File: config.mk
export PLATFORM = sky130hd
export DESIGN_NAME = alsu_adder_arbiter_flat
export DESIGN_NICKNAME = d
export VERILOG_FILES = /design/src/rtl/alsu_adder_arbiter_if.sv /design/src/rtl/alsu_adder_arbiter.sv /design/src/flat_wrapper.sv
export SDC_FILE = /design/constraint.sdc
export NUM_CORES = 1
export LEC_CHECK = 0
export CORE_ASPECT_RATIO = 1.1
export CORE_MARGIN = 1.5
export CORE_UTILIZATION = 35
export CTS_CLUSTER_DIAMETER = 80
export DETAILED_ROUTE_END_ITERATION = 7
export GPL_ROUTABILITY_DRIVEN = 0
export PLACE_DENSITY = 0.75
export SLEW_MARGIN = 25
export SYNTH_ARGS = -nofsm -noshare
export SYNTH_HDL_FRONTEND = slang
export SYNTH_SLANG_ARGS = --single-unit
File: constraint.sdc
create_clock -name clk -period 2.59 [get_ports clk]
set_input_delay 0.259 -clock clk [delete_from_list [all_inputs] [get_ports clk]]
set_output_delay 0.259 -clock clk [all_outputs]
set_load 0.05 [all_outputs]
File: src/rtl/alsu_adder_arbiter_if.sv
// Bus bundle between the ALSU issue logic, the adder arbiter and the adder top.
// slave = arbiter side, master = environment (requesters, adder, consumer).
interface alsu_adder_arbiter_if #(
    parameter int unsigned DATA_W = 4,
    parameter int unsigned SEL_W  = 5
);
    logic              r0_valid;
    logic              r0_ready;
    logic [DATA_W-1:0] r0_a;
    logic [DATA_W-1:0] r0_b;
    logic [SEL_W-1:0]  r0_sel;

    logic              r1_valid;
    logic              r1_ready;
    logic [DATA_W-1:0] r1_a;
    logic [DATA_W-1:0] r1_b;
    logic [SEL_W-1:0]  r1_sel;

    logic [DATA_W-1:0] adder_a;
    logic [DATA_W-1:0] adder_b;
    logic [SEL_W-1:0]  adder_sel;
    logic [DATA_W-1:0] adder_sum;
    logic              adder_cout;
    logic              adder_neg;

    logic              rsp_valid;
    logic              rsp_ready;
    logic              rsp_id;
    logic [DATA_W-1:0] rsp_sum;
    logic              rsp_cout;
    logic              rsp_neg;

    modport slave (
        input  r0_valid, r0_a, r0_b, r0_sel,
        output r0_ready,
        input  r1_valid, r1_a, r1_b, r1_sel,
        output r1_ready,
        output adder_a, adder_b, adder_sel,
        input  adder_sum, adder_cout, adder_neg,
        output rsp_valid, rsp_id, rsp_sum, rsp_cout, rsp_neg,
        input  rsp_ready
    );

    modport master (
        output r0_valid, r0_a, r0_b, r0_sel,
        input  r0_ready,
        output r1_valid, r1_a, r1_b, r1_sel,
        input  r1_ready,
        input  adder_a, adder_b, adder_sel,
        output adder_sum, adder_cout, adder_neg,
        input  rsp_valid, rsp_id, rsp_sum, rsp_cout, rsp_neg,
        output rsp_ready
    );
endinterface

File: src/rtl/alsu_adder_arbiter.sv
// Two-requester arbiter for the shared ALSU adder. One operation in flight at a
// time: IDLE (grant) -> EXEC (adder settles) -> RESP (hold result until taken).
module alsu_adder_arbiter #(
    parameter int unsigned DATA_W     = 4,
    parameter int unsigned SEL_W      = 5,
    parameter bit          PRIO_FIXED = 1'b0
) (
    input logic                 clk,
    input logic                 rst_n,
    alsu_adder_arbiter_if.slave bus
);
    typedef enum logic [1:0] {
        S_IDLE = 2'd0,
        S_EXEC = 2'd1,
        S_RESP = 2'd2
    } state_t;

    state_t            r_state;
    state_t            w_next_state;
    logic              r_ptr;       // 1 = r1 wins a tie (round-robin mode)
    logic              r_id;        // requester owning the in-flight operation
    logic              w_win1;      // r1 is the current winner
    logic              w_hs;        // handshake with the winner this cycle
    logic [DATA_W-1:0] w_win_a;
    logic [DATA_W-1:0] w_win_b;
    logic [SEL_W-1:0]  w_win_sel;

    // Winner selection and handshake qualification
    always_comb begin
        w_win1    = bus.r1_valid & (~bus.r0_valid | ((PRIO_FIXED == 1'b0) & r_ptr));
        w_win_a   = w_win1 ? bus.r1_a   : bus.r0_a;
        w_win_b   = w_win1 ? bus.r1_b   : bus.r0_b;
        w_win_sel = w_win1 ? bus.r1_sel : bus.r0_sel;
        // ready is gated by rst_n so nothing is accepted in a reset cycle
        w_hs      = rst_n & (r_state == S_IDLE) & (bus.r0_valid | bus.r1_valid);
    end

    // State register
    always_ff @(posedge clk) begin
        if (!rst_n) begin
            r_state <= S_IDLE;
        end else begin
            r_state <= w_next_state;
        end
    end

    // Next-state logic
    always_comb begin
        w_next_state = r_state;
        case (r_state)
            S_IDLE:  if (w_hs) w_next_state = S_EXEC;
            S_EXEC:  w_next_state = S_RESP;
            S_RESP:  if (bus.rsp_ready) w_next_state = S_IDLE;
            default: w_next_state = S_IDLE;
        endcase
    end

    // Combinational ready outputs: only the winner, only in IDLE
    always_comb begin
        bus.r0_ready = w_hs & ~w_win1;
        bus.r1_ready = w_hs & w_win1;
    end

    // Operand latch, pointer update and response capture
    always_ff @(posedge clk) begin
        if (!rst_n) begin
            r_ptr         <= 1'b0;
            r_id          <= 1'b0;
            bus.adder_a   <= '0;
            bus.adder_b   <= '0;
            bus.adder_sel <= '0;
            bus.rsp_valid <= 1'b0;
            bus.rsp_id    <= 1'b0;
            bus.rsp_sum   <= '0;
            bus.rsp_cout  <= 1'b0;
            bus.rsp_neg   <= 1'b0;
        end else begin
            if (w_hs) begin
                bus.adder_a   <= w_win_a;
                bus.adder_b   <= w_win_b;
                bus.adder_sel <= w_win_sel;
                r_id          <= w_win1;
                r_ptr         <= ~w_win1;
            end
            if (r_state == S_EXEC) begin
                bus.rsp_valid <= 1'b1;
                bus.rsp_id    <= r_id;
                bus.rsp_sum   <= bus.adder_sum;
                bus.rsp_cout  <= bus.adder_cout;
                bus.rsp_neg   <= bus.adder_neg;
            end
            if ((r_state == S_RESP) && bus.rsp_ready) begin
                bus.rsp_valid <= 1'b0;
            end
        end
    end
endmodule
File: src/flat_wrapper.sv
// flat-port wrapper written by rule: the top's interface ports become plain ports
module alsu_adder_arbiter_flat 
#(
    parameter int unsigned DATA_W     = 4,
    parameter int unsigned SEL_W      = 5,
    parameter bit          PRIO_FIXED = 1'b0
)
  (clk, rst_n, bus_r0_valid, bus_r0_a, bus_r0_b, bus_r0_sel, bus_r0_ready, bus_r1_valid, bus_r1_a, bus_r1_b, bus_r1_sel, bus_r1_ready, bus_adder_a, bus_adder_b, bus_adder_sel, bus_adder_sum, bus_adder_cout, bus_adder_neg, bus_rsp_valid, bus_rsp_id, bus_rsp_sum, bus_rsp_cout, bus_rsp_neg, bus_rsp_ready);
  alsu_adder_arbiter_if #(.DATA_W(DATA_W), .SEL_W(SEL_W)) bus_i ();
  input logic clk;
  input logic rst_n;
  input wire logic [$bits(bus_i.r0_valid)-1:0] bus_r0_valid;
  input wire logic [$bits(bus_i.r0_a)-1:0] bus_r0_a;
  input wire logic [$bits(bus_i.r0_b)-1:0] bus_r0_b;
  input wire logic [$bits(bus_i.r0_sel)-1:0] bus_r0_sel;
  output wire logic [$bits(bus_i.r0_ready)-1:0] bus_r0_ready;
  input wire logic [$bits(bus_i.r1_valid)-1:0] bus_r1_valid;
  input wire logic [$bits(bus_i.r1_a)-1:0] bus_r1_a;
  input wire logic [$bits(bus_i.r1_b)-1:0] bus_r1_b;
  input wire logic [$bits(bus_i.r1_sel)-1:0] bus_r1_sel;
  output wire logic [$bits(bus_i.r1_ready)-1:0] bus_r1_ready;
  output wire logic [$bits(bus_i.adder_a)-1:0] bus_adder_a;
  output wire logic [$bits(bus_i.adder_b)-1:0] bus_adder_b;
  output wire logic [$bits(bus_i.adder_sel)-1:0] bus_adder_sel;
  input wire logic [$bits(bus_i.adder_sum)-1:0] bus_adder_sum;
  input wire logic [$bits(bus_i.adder_cout)-1:0] bus_adder_cout;
  input wire logic [$bits(bus_i.adder_neg)-1:0] bus_adder_neg;
  output wire logic [$bits(bus_i.rsp_valid)-1:0] bus_rsp_valid;
  output wire logic [$bits(bus_i.rsp_id)-1:0] bus_rsp_id;
  output wire logic [$bits(bus_i.rsp_sum)-1:0] bus_rsp_sum;
  output wire logic [$bits(bus_i.rsp_cout)-1:0] bus_rsp_cout;
  output wire logic [$bits(bus_i.rsp_neg)-1:0] bus_rsp_neg;
  input wire logic [$bits(bus_i.rsp_ready)-1:0] bus_rsp_ready;
  assign bus_i.r0_valid = bus_r0_valid;
  assign bus_i.r0_a = bus_r0_a;
  assign bus_i.r0_b = bus_r0_b;
  assign bus_i.r0_sel = bus_r0_sel;
  assign bus_r0_ready = bus_i.r0_ready;
  assign bus_i.r1_valid = bus_r1_valid;
  assign bus_i.r1_a = bus_r1_a;
  assign bus_i.r1_b = bus_r1_b;
  assign bus_i.r1_sel = bus_r1_sel;
  assign bus_r1_ready = bus_i.r1_ready;
  assign bus_adder_a = bus_i.adder_a;
  assign bus_adder_b = bus_i.adder_b;
  assign bus_adder_sel = bus_i.adder_sel;
  assign bus_i.adder_sum = bus_adder_sum;
  assign bus_i.adder_cout = bus_adder_cout;
  assign bus_i.adder_neg = bus_adder_neg;
  assign bus_rsp_valid = bus_i.rsp_valid;
  assign bus_rsp_id = bus_i.rsp_id;
  assign bus_rsp_sum = bus_i.rsp_sum;
  assign bus_rsp_cout = bus_i.rsp_cout;
  assign bus_rsp_neg = bus_i.rsp_neg;
  assign bus_i.rsp_ready = bus_rsp_ready;
  alsu_adder_arbiter #(.DATA_W(DATA_W), .SEL_W(SEL_W), .PRIO_FIXED(PRIO_FIXED)) u_core (.clk(clk), .rst_n(rst_n), .bus(bus_i));
endmodule
==> impl_metrics.toml <==
[clock_tree]
path_clk_slew_ns = 0.13
cts_resized = 0
cts_sinks = 25
clk_latency_ns = 0.32
numCtsBuffers = 3
cts-htree-levels = 1
clockBufferDepth = 2
cts_setup_buffers = 0
cts-root-buf = "clkbuf_4"
cts_tree = "built"
ctsHoldBuffers = 0

[setup_path]
cp.arrival_ns = 1.93
cp.buffers_inverters = 2
crit_type = "input port to output port"
crit_fanout = 9
critPathMaxStageDelay_ns = 0.56
path_cells = "clkdlybuf4s50_1 > or3b_1 > a211oi_4 > buf_12"
timing.rr.end = "u_core.bus.adder_a[2]"
start_kind = "input port"
endpoint_kind = "output port"
worstSetupStartpoint = "rst_n"
critPathSlowestCell = "clkdlybuf4s50_1"
reg2reg_from = "u_core.r_state[1]"
cp.depth = 4
cp-endpoint = "bus_r0_ready"
rr_worst_depth = 4
ff2ff_setup_slack_ns = 0.85
cp.required_ns = 2.33
crit_family = "buffers and inverters"

[hold_path]
hold_class = "flip-flop to flip-flop"

[routing]
wl_per_cell_um = 13.9
vias = 1042
ant_nets = 0
drt_first_pass_iters = 4
routed_via_density = 5.21
route.detailed.drc = 0
wl_mm = 2.78
drtIter0Drc = 18

[grt]
first_global_vias = 1104
grt_pass1_wl_mm = 4.51
grt_usage_pct = 18.7
antenna_found_initial = 0
gr-total-overflow = 0
grt_max_degree = 16

[synthesis]
ys_warn_count = 0
yosys.area_share.xor_xnor_pct = 0
syn_area_per_cell_um2 = 9.48
synth_top_area_share_pct = 48.9
synth_nets = 145
synthCells = 108
synth_adder_area_share_pct = 0
synth-async-reset-ratio_pct = 0
synth_cell_types = 22
yosys.area.top_type = "dfxtp_1"
ys_seq_elements = 25
synth.area.mux_share_pct = 6.85
synth_edf_count = 0
synth_top_flop_cell = "dfxtp_1"
synth_most_common_cell = "dfxtp_1"
ys_seq_area_share_pct = 48.9
synth-simple-area-share_pct = 18.3
synth_compound_area_share_pct = 20.3
synth_top_family_by_area = "compound AO/OA/AOI/OAI gates"
ys_top_cells_by_area = "dfxtp_1 49%, a221o_1 13%, mux2i_1 6.8%"
yosys-top-cells-count = "25 x dfxtp_1, 14 x nand2_1, 13 x a221o_1, 13 x nor3_1, 11 x nor2_1"
synth_area_um2 = 1020

[die]
ios = 60
core_um2 = 2780
start_util_pct = 36.8
dieArea_um2 = 3260
die_y_um = 59.7
num_rows = 20
die_w_um = 54.6

[timing]
finalMaxSlewViolations = 0
rsz0062_at_grt = "false"
skew_ns = 0.0123
max_freq_mhz = 457
fin_setup_tns_ns = 0
maxSlewHeadroom_pct = 64.7
final_hold_viol_count = 0
post-route-min-period_ns = 2.19
tightest_slew_ns = 0.529
timing.hold.ws_ns = 0.505
final-setup-viol-count = 0
finalCritPeriodShare_pct = 84.5

[power_and_ir_drop]
p_switching_mw = 0.334
ir_drop_v = 0.000308
p_clk_share_pct = 18.5
power_frac_seq_pct = 46.1
p_leak_nw = 0.674
sw_frac_of_total_pct = 34.7
p_per_area_nw_per_um2 = 570
intPower_mw = 0.628
comb_power_share_pct = 35.4

[placement]
dp_cells = 196
dp_hpwl_mm = 2.12
port_buffers = 59

[final_layout]
instances_no_fill = 200
syn2layout_area_growth_pct = 65.0
antenna_cells = 0
nets = 205
drive_gt1_share_pct = 6.59
nFillCells = 240

[run_status]
status = "finished clean"

[run]
drv_cap = 0
layout make-up:
| type | count | area, um2 | share of cell area (%) |
|---|---|---|---|
| Timing Repair Buffer | 63 | 641 | 37.9 |
| Inverter | 3 | 11.3 | 0.667 |
| Sequential cell | 25 | 500 | 29.6 |
| Clock buffer | 3 | 22.5 | 1.33 |
| Clock inverter | 1 | 7.51 | 0.444 |
| Tap cell | 33 | 41.3 | 2.44 |
| Multi-Input combinational cell | 72 | 465 | 27.6 |
layout by cell type (no fill, tap or decap):
cell type | netlist | routed
clkdlybuf4s50_1 | 0 | 57
dfxtp_1 | 25 | 25
nand2_1 | 14 | 14
nor3_1 | 13 | 13
a221o_1 | 13 | 13
nor2_1 | 11 | 11
mux2i_1 | 7 | 7
buf_4 | 0 | 4
inv_1 | 3 | 3
a21oi_1 | 3 | 3
clkbuf_4 | 0 | 3
buf_12 | 0 | 2
or3b_1 | 1 | 1
a211oi_4 | 1 | 1
nor2b_1 | 1 | 1
nor3b_1 | 1 | 1
o31a_1 | 1 | 1
nand2b_1 | 1 | 1
a311oi_1 | 1 | 1
o21ai_1 | 1 | 1
o21ai_0 | 1 | 1
a21boi_0 | 1 | 1
o21a_1 | 1 | 1
clkinvlp_4 | 0 | 1
per-layer routing:
metal / part of all wire [%] / GRT usage, % / wire [um]
met1: 41 / 20.3 / 1150
met2: 48 / 32.7 / 1330
met3: 10 / 5.50 / 287
met4: 0.32 / 8.21 / 9
met5: 0 / 0 / 0
state kept, by name, indices dropped and copies added, names as in the netlist:
register              count
u_core.bus.rsp_valid      1
u_core.bus.adder_sel      5
u_core.bus.adder_b        4
u_core.r_ptr              1
u_core.r_state            2
u_core.bus.rsp_sum        4
u_core.bus.adder_a        4
u_core.bus.rsp_cout       1
u_core.bus.rsp_neg        1
u_core.r_id               1
u_core.bus.rsp_id         1
logic make-up after synthesis:
kind of cell / Yosys count
AO/OA/AOI/OAI: 23
AND/OR/NAND/NOR: 42
multiplexers: 7
buffers and inverters: 11
flip-flops: 25
worst min-delay path by stage:
stage / startpoint / endpoint / slack [ns] / cells past startpoint
after CTS: u_core.bus.adder_b[2] / u_core.bus.adder_b[2] / 0.51 / 1
final: u_core.bus.adder_b[2] / u_core.bus.adder_b[2] / 0.50 / 1
after global placement: u_core.bus.adder_sel[3] / u_core.bus.adder_sel[3] / 0.47 / 1
after global routing: bus_r0_b[1] / u_core.bus.adder_b[1] / 0.52 / 2
after floorplan: rst_n / u_core.r_id / 0.38 / 1
after detailed placement: u_core.bus.adder_sel[1] / u_core.bus.adder_sel[1] / 0.47 / 1
through the flow:
stage          utilization [%]  total power [mW]  setup slack (ns)  cell area, um2
2_1_floorplan                -             0.652             0.231            1020
3_3_place_gp              59.7             0.789             0.458            1660
3_5_place_dp              59.7             0.794             0.423            1660
4_1_cts                   60.8             0.975             0.419            1690
5_1_grt                   60.8              1.01             0.388            1690
6_report                  60.8             0.963             0.401            1690
power groups by stage:
| stage | clock network [mW] | logic [mW] | registers (mW) |
|---|---|---|---|
| global route | 0.201 | 0.362 | 0.449 |
| CTS | 0.188 | 0.343 | 0.444 |
| floorplan | 0 | 0.0979 | 0.554 |
| global placement | 0 | 0.338 | 0.451 |
| detailed placement | 0 | 0.342 | 0.452 |
| finish | 0.178 | 0.341 | 0.443 |
worst reg2reg max path: cells and delay by family, from the launching register on:
kind	cells	cell delay, ns
AO/OA/AOI/OAI	2	0.61
AND/OR/NAND/NOR	1	0.47
flip-flops	1	0.38
buffers and inverters	1	0.24
Power figures use the tool's default switching activity.
